--- src/rtl/avst_arb_pkg.sv ---
// Types and helpers shared by the packet arbiter and any other arbiters
// built from rr_pick.
package avst_arb_pkg;

  localparam int MAX_NUM_IN = 8;

  typedef enum logic {
    ARB  = 1'b0,
    BUSY = 1'b1
  } arb_state_t;

  // Width of the Avalon-ST empty field. Kept to at least one bit so the
  // port stays legal for a single-byte bus.
  function automatic int empty_w(input int data_width);
    int w;
    w = $clog2(data_width / 8);
    return (w < 1) ? 1 : w;
  endfunction

endpackage

--- src/rtl/avst_pkt_arbiter_rr_pick.sv ---
// Combinational round-robin picker: first requester scanning upward from
// last+1 (mod N), returned both one-hot and as an index.
module rr_pick #(
  parameter int  N  = 4,
  localparam int IW = (N > 1) ? $clog2(N) : 1
) (
  input  logic [N-1:0]  req,
  input  logic [IW-1:0] last,
  output logic [N-1:0]  grant,
  output logic [IW-1:0] idx,
  output logic          any
);

  logic [IW-1:0] j;

  always_comb begin
    grant = '0;
    idx   = '0;
    any   = 1'b0;
    j     = '0;
    for (int k = 1; k <= N; k++) begin
      j = IW'((int'(last) + k) % N);
      if (!any && req[j]) begin
        any      = 1'b1;
        idx      = j;
        grant[j] = 1'b1;
      end
    end
  end

endmodule

--- src/rtl/avst_pkt_arbiter.sv ---
// Packet-granular round-robin merge of NUM_IN Avalon-ST streams onto one
// fully registered output; a grant is held from SOP to EOP.
module avst_pkt_arbiter
  import avst_arb_pkg::*;
#(
  parameter int  DATA_WIDTH = 64,
  parameter int  NUM_IN     = 4,
  parameter int  CNT_W      = 32,
  localparam int EMPTY_W    = empty_w(DATA_WIDTH),
  localparam int IW         = $clog2(NUM_IN)
) (
  input  logic                                clk,
  input  logic                                reset,
  input  logic [NUM_IN-1:0]                   in_valid,
  output logic [NUM_IN-1:0]                   in_ready,
  input  logic [NUM_IN-1:0]                   in_sop,
  input  logic [NUM_IN-1:0]                   in_eop,
  input  logic [NUM_IN-1:0][EMPTY_W-1:0]      in_empty,
  input  logic [NUM_IN-1:0][DATA_WIDTH-1:0]   in_data,
  output logic                                out_valid,
  input  logic                                out_ready,
  output logic                                out_sop,
  output logic                                out_eop,
  output logic [EMPTY_W-1:0]                  out_empty,
  output logic [DATA_WIDTH-1:0]               out_data,
  output logic [NUM_IN-1:0]                   o_grant,
  output logic                                o_busy,
  output logic [NUM_IN-1:0][CNT_W-1:0]        o_pkt_count,
  output arb_state_t                          o_state
);

  arb_state_t        state_q;
  logic [IW-1:0]     last_q;
  logic [NUM_IN-1:0] req;
  logic [NUM_IN-1:0] pick_grant;
  logic [IW-1:0]     pick_idx;
  logic              pick_any;
  logic              accept;

  // Only a valid SOP head may win arbitration; a non-SOP head never requests.
  assign req = in_valid & in_sop;

  rr_pick #(.N(NUM_IN)) u_pick (
    .req   (req),
    .last  (last_q),
    .grant (pick_grant),
    .idx   (pick_idx),
    .any   (pick_any)
  );

  // Handshakes: a beat moves on a port only in a cycle where valid and ready
  // are both high at the clock edge. Ready never depends on the same port's
  // valid; the owner is ready whenever the output register is empty or drains.
  always_comb begin
    in_ready = '0;
    if (state_q == BUSY) begin
      in_ready = o_grant & {NUM_IN{!out_valid || out_ready}};
    end
  end

  assign accept  = |(in_valid & in_ready);
  assign o_busy  = (state_q == BUSY);
  assign o_state = state_q;

  always_ff @(posedge clk or negedge reset) begin
    if (!reset) begin
      state_q     <= ARB;
      last_q      <= IW'(NUM_IN - 1);
      o_grant     <= '0;
      out_valid   <= 1'b0;
      out_sop     <= 1'b0;
      out_eop     <= 1'b0;
      out_empty   <= '0;
      out_data    <= '0;
      o_pkt_count <= '0;
    end else begin
      if (out_valid && out_ready) begin
        out_valid <= 1'b0;
      end
      case (state_q)
        ARB: begin
          if (pick_any) begin
            state_q <= BUSY;
            o_grant <= pick_grant;
            last_q  <= pick_idx;
          end
        end
        BUSY: begin
          // last_q holds the current owner's index for the whole packet.
          if (accept) begin
            out_valid <= 1'b1;
            out_sop   <= in_sop[last_q];
            out_eop   <= in_eop[last_q];
            out_empty <= in_empty[last_q];
            out_data  <= in_data[last_q];
            if (in_eop[last_q]) begin
              state_q             <= ARB;
              o_grant             <= '0;
              o_pkt_count[last_q] <= o_pkt_count[last_q] + CNT_W'(1);
            end
          end
        end
      endcase
    end
  end

endmodule

--- config.mk ---
export PLATFORM = sky130hd
export DESIGN_NAME = avst_pkt_arbiter
export DESIGN_NICKNAME = d
export VERILOG_FILES = /design/src/rtl/avst_arb_pkg.sv /design/src/rtl/avst_pkt_arbiter_rr_pick.sv /design/src/rtl/avst_pkt_arbiter.sv
export SDC_FILE = /design/constraint.sdc
export NUM_CORES = 1
export LEC_CHECK = 0
export BUFFER_PORTS_ARGS = -buffer_cell sky130_fd_sc_hd__buf_2
export CORE_AREA = 5 5 189 191
export CTS_BUF_LIST = sky130_fd_sc_hd__clkbuf_8
export DETAILED_ROUTE_END_ITERATION = 16
export DIE_AREA = 0 0 194 196
export GPL_TIMING_DRIVEN = 0
export RECOVER_POWER = 50
export SETUP_SLACK_MARGIN = 0.5
export SKIP_LAST_GASP = 1
export SYNTH_ARGS = -nofsm -noshare
export SYNTH_HDL_FRONTEND = slang
export SYNTH_SLANG_ARGS = --single-unit
export TNS_END_PERCENT = 5
--- constraint.sdc ---
create_clock -name clk -period 3.2 [get_ports clk]
set_input_delay 0.32 -clock clk [delete_from_list [all_inputs] [get_ports clk]]
set_output_delay 0.32 -clock clk [all_outputs]
set_load 0.02 [all_outputs]
Yosys cells after proc, flatten, opt, wreduce, memory -nomap -nowiden. Cells that the tools add are included.

Flip-flop bits (word level): 205. Output and inout port bits: 208. Logic and storage cells: 109. Input bits: 283.

Add/sub/neg operators: 5. $lt $le $gt $ge: 10. Eq/ne operators: 3. Multiplexer cells: 53. Reductions and logical operators: 19. Bitwise operators: 7.

Operators by type and width (number): binary-select mux 64 bit (select 2 bit) (1); bitwise mux 128 bit (1); binary-select mux 32 bit (select 2 bit) (1); demux 32 bit (select 2 bit) (1); 2-to-1 mux 32 bit (2); 2-to-1 mux 64 bit (1); adder 32 x 1 -> 32 bit (second input constant) (1); 2-to-1 mux 4 bit (8); 2-to-1 mux 1 bit (20); < comparator 2 x 3 -> 1 bit (second input constant) (5); AND 4 bit (3); binary-select mux 1 bit (select 2 bit) (6); bitwise OR 4 bit (3); >= comparator 2 x 1 -> 1 bit (second input constant) (5); logical AND 1 bit (9); demux 1 bit (select 2 bit) (4); 2-to-1 mux 2 bit (4); case mux 4 bit (2 select lines) (1); binary-select mux 3 bit (select 2 bit) (1); AND reduction 3 bit (2); adder 2 x 1 -> 2 bit (second input constant) (2); adder 2 bit (second input constant) (2); logical NOT 1 bit (4); inequality test 2 x 1 -> 1 bit (second input constant) (2); 7 further kinds (8).

Logic depth before layout (Yosys ltp). Gate-level depths: netlist of run 1.

Depth after elaboration: 15. Gate-level depth with buffers: 15. Gate-level depth less buffers: 6.

Cells and area by module. From an unflattened synthesis of run 1, not the netlist that was laid out.

Cells, all modules: 854. Area, all modules: 11209.5 sq um.

By module, submodules not included: avst_pkt_arbiter (sequential area each 5132.4 sq um, cells an instance 768, times used 1, area an instance 10580.1 sq um); rr_pick (sequential area each 0.0 sq um, cells an instance 86, times used 1, area an instance 629.4 sq um).

Worst setup path after synthesis of run 1. OpenSTA, ideal clock, no wires.

Path type: register to register. Start point: register last_q[1]. End point: register o_pkt_count[2] (netlist name). Setup time: 0.132 ns. Stages on the path, launching flop included: 14. Buffers on the path: 8. Slack: -0.230 ns. Arrival: 3.298 ns. Path through: dfstp_2 > buf_2 > buf_4 > clkbuf_1 > buf_1 > clkbuf_1 > inv_1 > ha_1 > inv_1 > or3_1 > clkbuf_1 > clkbuf_1 > clkbuf_1 > o21ai_0.

Word-level cells in the longest chain between the ends: 5. Elaborated cells on any way between the ends: 12.

RTL lines: start, declared (RTL line avst_pkt_arbiter.sv:33) `logic [IW-1:0] last_q;`; start signal, assigned (RTL line avst_pkt_arbiter.sv:68) `last_q <= IW'(NUM_IN - 1);`; start signal, assigned (RTL line avst_pkt_arbiter.sv:85) `last_q <= pick_idx;`; parallel branches: the longest is 5 deep, another holds adder 32 x 1 -> 32 bit; end signal, assigned by index (RTL line avst_pkt_arbiter.sv:99) `o_pkt_count[last_q] <= o_pkt_count[last_q] + CNT_W'(1);`; end, declared (RTL line avst_pkt_arbiter.sv:28) `output logic [NUM_IN-1:0][CNT_W-1:0] o_pkt_count,`.

Several ways; the timed one is not identified. The select of a mux whose other input is x is not followed. A chain may end at the register's enable or synchronous reset.

Final worst setup path of run 1.
Start point: register last_q[1]. End point: register o_pkt_count[51] (netlist name).

Same word-level chain as after synthesis.

==> summary.txt, run 1 <==
Logic synthesis
  • Seq/Total Area, Yosys: 0.435
  • Seq cells post-synth: 205
  • Multiplexer share of the synthesized area: 0.263
  • Ys Warns: 0
  • Count leader, synth: dfrtp_1
  • Synth Area in XOR/XNOR: 0.00965
  • Post-synthesis adder-cell area fraction: 0.00954
  • Main combinational cell family by area after synthesis: multiplexers
  • Top_reg_cell synth: dfrtp_1
  • Ys async rst share: 1.00
  • Synth top area cells: dfrtp_1, mux4_2, mux2_2
  • Post-Syn Area per Cell: 11.6 um2
  • Yosys top cell area share: 0.430
  • Count of different cell masters after synthesis: 57
  • Syn Nets: 1311
  • Post-synth top area cell: dfrtp_1
  • Complex-gate fraction of the synthesized area: 0.0919
  • Synth cell count leaders: dfrtp_1, nand2_1, mux4_2, mux2_2, clkbuf_1
  • Synth Area in Simple Gates: 0.153
  • Synth Instances: 1019
  • EDFF count, synth: 0
  • Mapped Area: 0.0118 mm2

Final layout
  • Area Overhead vs Synth: 41.4%
  • Layout cells sized above 1: 0.431
  • Layout fillers: 3281
  • Fin util: 0.492
  • Final nets: 1910

Drt
  • Length of the first detailed-routing pass in iterations: 5
  • Detailed Route Iter0 Violations: 876
  • Residual DRC: 0
  • Via Count: 11.8k
  • Vias per inst: 5.61
  • DRT Wirelength: 53.1 mm
  • Avg WL per Cell: 25.2 um
  • Number of nets with antenna violations after routing: 0

Die
  • Core Rows: 68
  • Core Area: 0.0339 mm2
  • Vert. Die Dim: 196 um
  • I/O pins: 491
  • Initial Utilization: 0.348
  • Die area: 0.0380 mm2
  • Die W: 194 um

Setup path
  • Reg-to-reg slack, setup: 0.38 ns
  • Worst Setup End Kind: flip-flop
  • Required @ worst endpoint: 3.71 ns
  • Critical Path Start Type: flip-flop
  • Crit path capture: o_pkt_count[51]$_DFFE_PN0P_
  • Crit path arrival time: 3.33 ns
  • Reg-to-reg startpoint: last_q[1]$_DFFE_PN1P_
  • Crit path launch: last_q[1]$_DFFE_PN1P_
  • Cells on worst reg2reg path: 12
  • Crit Path Class: flip-flop to flip-flop
  • CP Max Fanout: 10
  • Reg2reg end: o_pkt_count[51]$_DFFE_PN0P_

Pwr
  • Switching pwr: 6.64 mW
  • Sequential share of power: 0.274
  • PD cells: 905 mW/mm2
  • Total power: 15.1 mW
  • Worst vdd ir: 0.567 mV
  • Sw frac: 0.440
  • Leak: 7.20 nW
  • Clk network pwr share: 0.171
  • Cell-internal power: 8.47 mW
  • Comb pwr share: 0.555

Timing
  • Period utilization: 0.882
  • Worst slew pin tran: 1.66 ns
  • Max Clock Freq: 0.354 GHz
  • Worst rel slew slack: -0.104
  • Hold Violations, Final: 0
  • Setup TNS: 0 ns
  • Slew Limit Fails: 112
  • Hold_ws: 0.208 ns
  • RSZ-0062 raised after global routing: true
  • Minimum clock period after layout: 2.82 ns
  • Final setup fails: 0
  • Skew final: 0.0399 ns

Outcome
  • Failing checks: max-capacitance violations, max-slew violations
  • Status: finished, violations left

Placement
  • RePlAce Congestion: 0.943
  • Port Buf Inserts: 490
  • HPWL after DPL: 39.7 mm

GRT
  • Overflow after GRT: 0
  • GRT Resource Usage Total: 0.265
  • Vias in the first global route: 12.0k
  • First-pass GRT wire length: 77.3 mm
  • Antenna violations before repair: 7
  • Largest net degree at the start of global routing: 113

CTS
  • Clk root buf: clkbuf_8
  • Latest clock arrival within the worst-skew pair: 0.57 ns
  • Num CTS Buffers: 39
  • Maximum root-to-sink buffer count: 3
  • Clock tree from TritonCTS: yes
  • CTS Sinks: 205
  • H-tree Lvls: 2
  • Clock transition at path regs: 0.06 ns

Worst hold path
  • Hold Path Class: primary input to flip-flop

Job
  • Maxcap violations: 1
==> stage by stage <==
step,cells,instance area [um2],setup slack (ns)
floorplan,1019,11900,0.475
global placement,1964,14900,-1.85
detailed placement,1965,15000,-0.703
CTS,2084,16600,0.409
global route,2102,16700,0.295
finish,2107,16700,0.379
==> power by group through the flow <==
| stage | logic, mW | registers (mW) | clock network (mW) |
|---|---|---|---|
| 2_1_floorplan | 4.10 | 4.95 | 0 |
| 3_5_place_dp | 7.65 | 4.13 | 0 |
| 5_1_grt | 8.99 | 4.22 | 2.77 |
| 4_1_cts | 8.51 | 4.09 | 2.64 |
| 3_3_place_gp | 7.60 | 4.10 | 0 |
| 6_report | 8.39 | 4.13 | 2.58 |
==> sequential cells by signal, summed over array words and instances (netlist names) <==
signal       flops
last_q           2
o_busy           1
o_grant          4
o_pkt_count    128
out_data        64
out_empty        3
out_eop          1
out_sop          1
out_valid        1
==> cell families (layout without fill, tap and decap cells) <==
| kind of cell | Yosys count | count (layout) |
|---|---|---|
| AO/OA/AOI/OAI | 168 | 168 |
| AND/OR/NAND/NOR | 351 | 351 |
| buffers and inverters | 99 | 726 |
| XOR/XNOR | 13 | 13 |
| flip-flops | 205 | 205 |
| adder cells (fa/ha/maj) | 9 | 9 |
| multiplexers | 174 | 174 |
| other | 0 | 6 |
==> worst max-delay path, cell delays in order (launching register included) <==
cell	delay, ns
dfstp_2	0.40
buf_12	0.15
buf_12	0.15
clkbuf_16	0.18
buf_12	0.17
clkbuf_16	0.16
inv_8	0.08
ha_4	0.16
inv_1	0.08
or3_1	0.41
clkbuf_8	0.18
or4_1	0.53
nand3_1	0.10
==> layout make-up <==
class / instances / area [um2] / share of cell area
diodes: 6 / 15.0 / 0.000900
plain buffers: 84 / 754 / 0.0452
clock buffers: 50 / 688 / 0.0412
clock inverters: 19 / 83.8 / 0.00502
inverters: 15 / 68.8 / 0.00412
multi-input cells: 715 / 6490 / 0.389
flip-flops and latches: 205 / 5130 / 0.308
well taps: 455 / 569 / 0.0341
repair buffers: 558 / 2890 / 0.173
==> timing repair <==
action                                  CTS  global route
gates resized for setup                 124            50
pin swaps                                19            14
setup buffers                            47            14
gates cloned                              2             3
hold buffers                              1             0
endpoints found under the setup margin  203           187
hold endpoints to repair                111             0
==> metal layers <==
metal  vias up  track usage  part of all wire
met5         -            0           0.00077
met4         6       0.0779             0.027
met3        93       0.0962              0.12
met2       638        0.389              0.44
met1      5950        0.371              0.41
li1       5128            -                 -
==> how the worst min path moves through the flow <==
stage                                        endpoint  cells after the start                 from
after floorplan                      o_busy$_DFF_PN0_                      0                reset
after global placement            out_eop$_DFFE_PN0P_                      2  out_eop$_DFFE_PN0P_
after detailed placement  o_pkt_count[11]$_DFFE_PN0P_                      1                reset
after CTS                    out_data[42]$_DFFE_PN0P_                      3         in_data[234]
after global routing         out_data[63]$_DFFE_PN0P_                      3          in_data[63]
final                        out_data[43]$_DFFE_PN0P_                      3         in_data[171]
==> cell usage in the layout (no fill, tap or decap), types with 21 or more instances in the layout <==
cell,n
o211ai_1,21
nand4_1,27
mux2_2,70
nand2_1,133
mux4_2,101
dfrtp_1,203
clkbuf_8,57
buf_2,300
a31oi_1,34
buf_4,54
o21ai_0,54
nand3_1,47
nor2_1,40
clkbuf_2,26
clkbuf_1,212
inv_1,26
(Power assumes the default switching activity.)
==> run 2: changes to the inputs <==
--- a/config.mk
+++ b/config.mk
@@ -6,10 +6,10 @@
 export NUM_CORES = 1
 export LEC_CHECK = 0
 export BUFFER_PORTS_ARGS = -buffer_cell sky130_fd_sc_hd__buf_2
-export CORE_AREA = 5 5 189 191
+export CORE_AREA = 2 2 191 193
 export CTS_BUF_LIST = sky130_fd_sc_hd__clkbuf_8
 export DETAILED_ROUTE_END_ITERATION = 16
-export DIE_AREA = 0 0 194 196
+export DIE_AREA = 0 0 193 195
 export GPL_TIMING_DRIVEN = 0
 export RECOVER_POWER = 50
 export SETUP_SLACK_MARGIN = 0.5
==> summary.txt, run 2 (same netlist as run 1, synthesis figures left out) <==
Setup path
  • Reg-to-reg startpoint: last_q[0]$_DFFE_PN1P_
  • Critical Path Stages: 9
  • Crit path arrival time: 3.32 ns
  • Crit path launch: last_q[0]$_DFFE_PN1P_
  • Top cell by count, worst path: or4_4
  • CP Cell Sequence: buf_8 -> buf_12 -> buf_16 -> mux4_2 -> nand4_1 -> or4_4 -> buf_6 -> or4_4 -> a31oi_1
  • Reg2reg end: o_pkt_count[124]$_DFFE_PN0P_
  • CP Max Fanout: 8
  • Reg-to-reg slack, setup: 0.33 ns
  • Crit-path slowest cell: or4_4
  • Crit path capture: o_pkt_count[124]$_DFFE_PN0P_
  • Cells on worst reg2reg path: 9
  • Required @ worst endpoint: 3.65 ns
  • Worst Setup End Kind: flip-flop
  • Crit Path Class: flip-flop to flip-flop
  • Critical Path Start Type: flip-flop
  • Largest delay share family, worst path: simple AND/OR/NAND/NOR gates
  • Critical Path Max Stage Delay: 0.58 ns
  • CP bufs+invs: 4

Timing
  • RSZ-0062 raised after global routing: true
  • Max Clock Freq: 0.349 GHz
  • Final setup fails: 0
  • Setup TNS: 0 ns
  • Skew final: 0.0251 ns
  • Minimum clock period after layout: 2.87 ns
  • Hold Violations, Final: 0
  • Period utilization: 0.895
  • Worst rel slew slack: -0.0627
  • Slew Limit Fails: 111
  • Worst slew pin tran: 1.59 ns

Final layout
  • Layout cells sized above 1: 0.423
  • Final cell count without fillers: 2099
  • Area Overhead vs Synth: 39.5%
  • Fin util: 0.465
  • Max reg flops: 128
  • Leading cell types in the layout, fill and taps excluded: buf_2, clkbuf_1, dfrtp_1, nand2_1, mux4_2
  • Largest regs: o_pkt_count x128, out_data x64, o_grant x4
  • Commonest non-fill, non-tap cell in the layout: buf_2
  • Final nets: 1902
  • Most flops, register: o_pkt_count

GRT
  • First-pass GRT wire length: 73.1 mm
  • Antenna violations before repair: 12
  • Largest net degree at the start of global routing: 111
  • Overflow after GRT: 0
  • GRT Resource Usage Total: 0.264
  • Vias in the first global route: 11.5k

CTS
  • Num CTS Buffers: 39
  • CTS Sinks: 205
  • Clk root buf: clkbuf_8
  • Clock transition at path regs: 0.06 ns
  • H-tree Lvls: 2
  • Clock tree from TritonCTS: yes
  • Latest clock arrival within the worst-skew pair: 0.56 ns
  • Maximum root-to-sink buffer count: 3

Drt
  • Vias per inst: 5.59
  • Avg WL per Cell: 24.5 um
  • Length of the first detailed-routing pass in iterations: 5
  • DRT Wirelength: 51.3 mm
  • Via Count: 11.7k
  • Residual DRC: 0
  • Detailed Route Iter0 Violations: 1007
  • Number of nets with antenna violations after routing: 0

Outcome
  • Failing checks: max-capacitance violations, max-slew violations
  • Status: finished, violations left

Die
  • Core Area: 0.0354 mm2
  • Die area: 0.0376 mm2
  • I/O pins: 491
  • Vert. Die Dim: 195 um
  • Initial Utilization: 0.333
  • Core Rows: 69
  • Die W: 193 um

Job
  • Maxcap violations: 1

Pwr
  • Leak: 7.10 nW
  • PD cells: 930 mW/mm2
  • Worst vdd ir: 0.573 mV

Placement
  • HPWL after DPL: 38.8 mm
  • Port Buf Inserts: 490
  • RePlAce Congestion: 0.932
  • Dpl cells: 1971

Worst hold path
  • Hold Path Class: primary input to flip-flop
## run 2: worst min-delay path by stage
stage,startpoint,endpoint,depth (start not counted)
4_1_cts,out_ready,out_valid$_DFF_PN0_,3
2_1_floorplan,reset,o_busy$_DFF_PN0_,0
3_5_place_dp,reset,o_pkt_count[107]$_DFFE_PN0P_,1
5_1_grt,in_data[232],out_data[40]$_DFFE_PN0P_,3
6_report,in_data[40],out_data[40]$_DFFE_PN0P_,3
3_3_place_gp,out_eop$_DFFE_PN0P_,out_eop$_DFFE_PN0P_,2
## run 2: worst register-to-register path: stages, from the launching register on
cell	delay (ns)
dfstp_2	0.55
buf_8	0.14
buf_12	0.15
buf_16	0.16
mux4_2	0.28
nand4_1	0.10
or4_4	0.58
buf_6	0.16
or4_4	0.50
a31oi_1	0.15
## run 2: area by class of cell
type,count,area (um2)
clock buffer,47,647
tap,461,577
timing repair buffer,550,2740
sequential,205,5130
clock inverter,19,141
fill,3533,18900
multi-input combinational,715,6400
buffer,84,747
inverter,15,68.8
antenna,3,7.51
## run 2: stage by stage
stage / power (mW) / setup slack [ns] / hold slack [ns] / area, um2
finish: 15.3 / 0.334 / 0.215 / 16500
global route: 16.2 / 0.201 / 0.212 / 16500
CTS: 15.4 / 0.343 / 0.193 / 16600
detailed placement: 11.9 / -0.772 / 0.430 / 15000
global placement: 11.8 / -1.91 / 0.462 / 14900
floorplan: 9.05 / 0.475 / 0.0244 / 11900
## run 2: where the power goes
part	switching, mW	internal [mW]	leakage [nW]
clock network	1.19	1.49	0.445
logic	4.84	3.68	4.07
registers	0.661	3.46	2.58
total	6.69	8.62	7.10
## run 2: what timing repair did
item | 4_1_cts | 5_1_grt
pin swaps | 13 | 8
gates cloned | 1 | 0
gates resized for setup | 120 | 24
hold buffers | 1 | 0
endpoints found under the setup margin | 203 | 183
hold endpoints to repair | 93 | 0
buffers inserted | 43 | 14
## run 2: routing by layer
metal,track usage,share of wire,vias to the layer above
met5,0,0.00045,-
met3,0.0821,0.11,75
met2,0.394,0.45,640
met4,0.0614,0.019,4
li1,-,-,5106
met1,0.375,0.42,5906
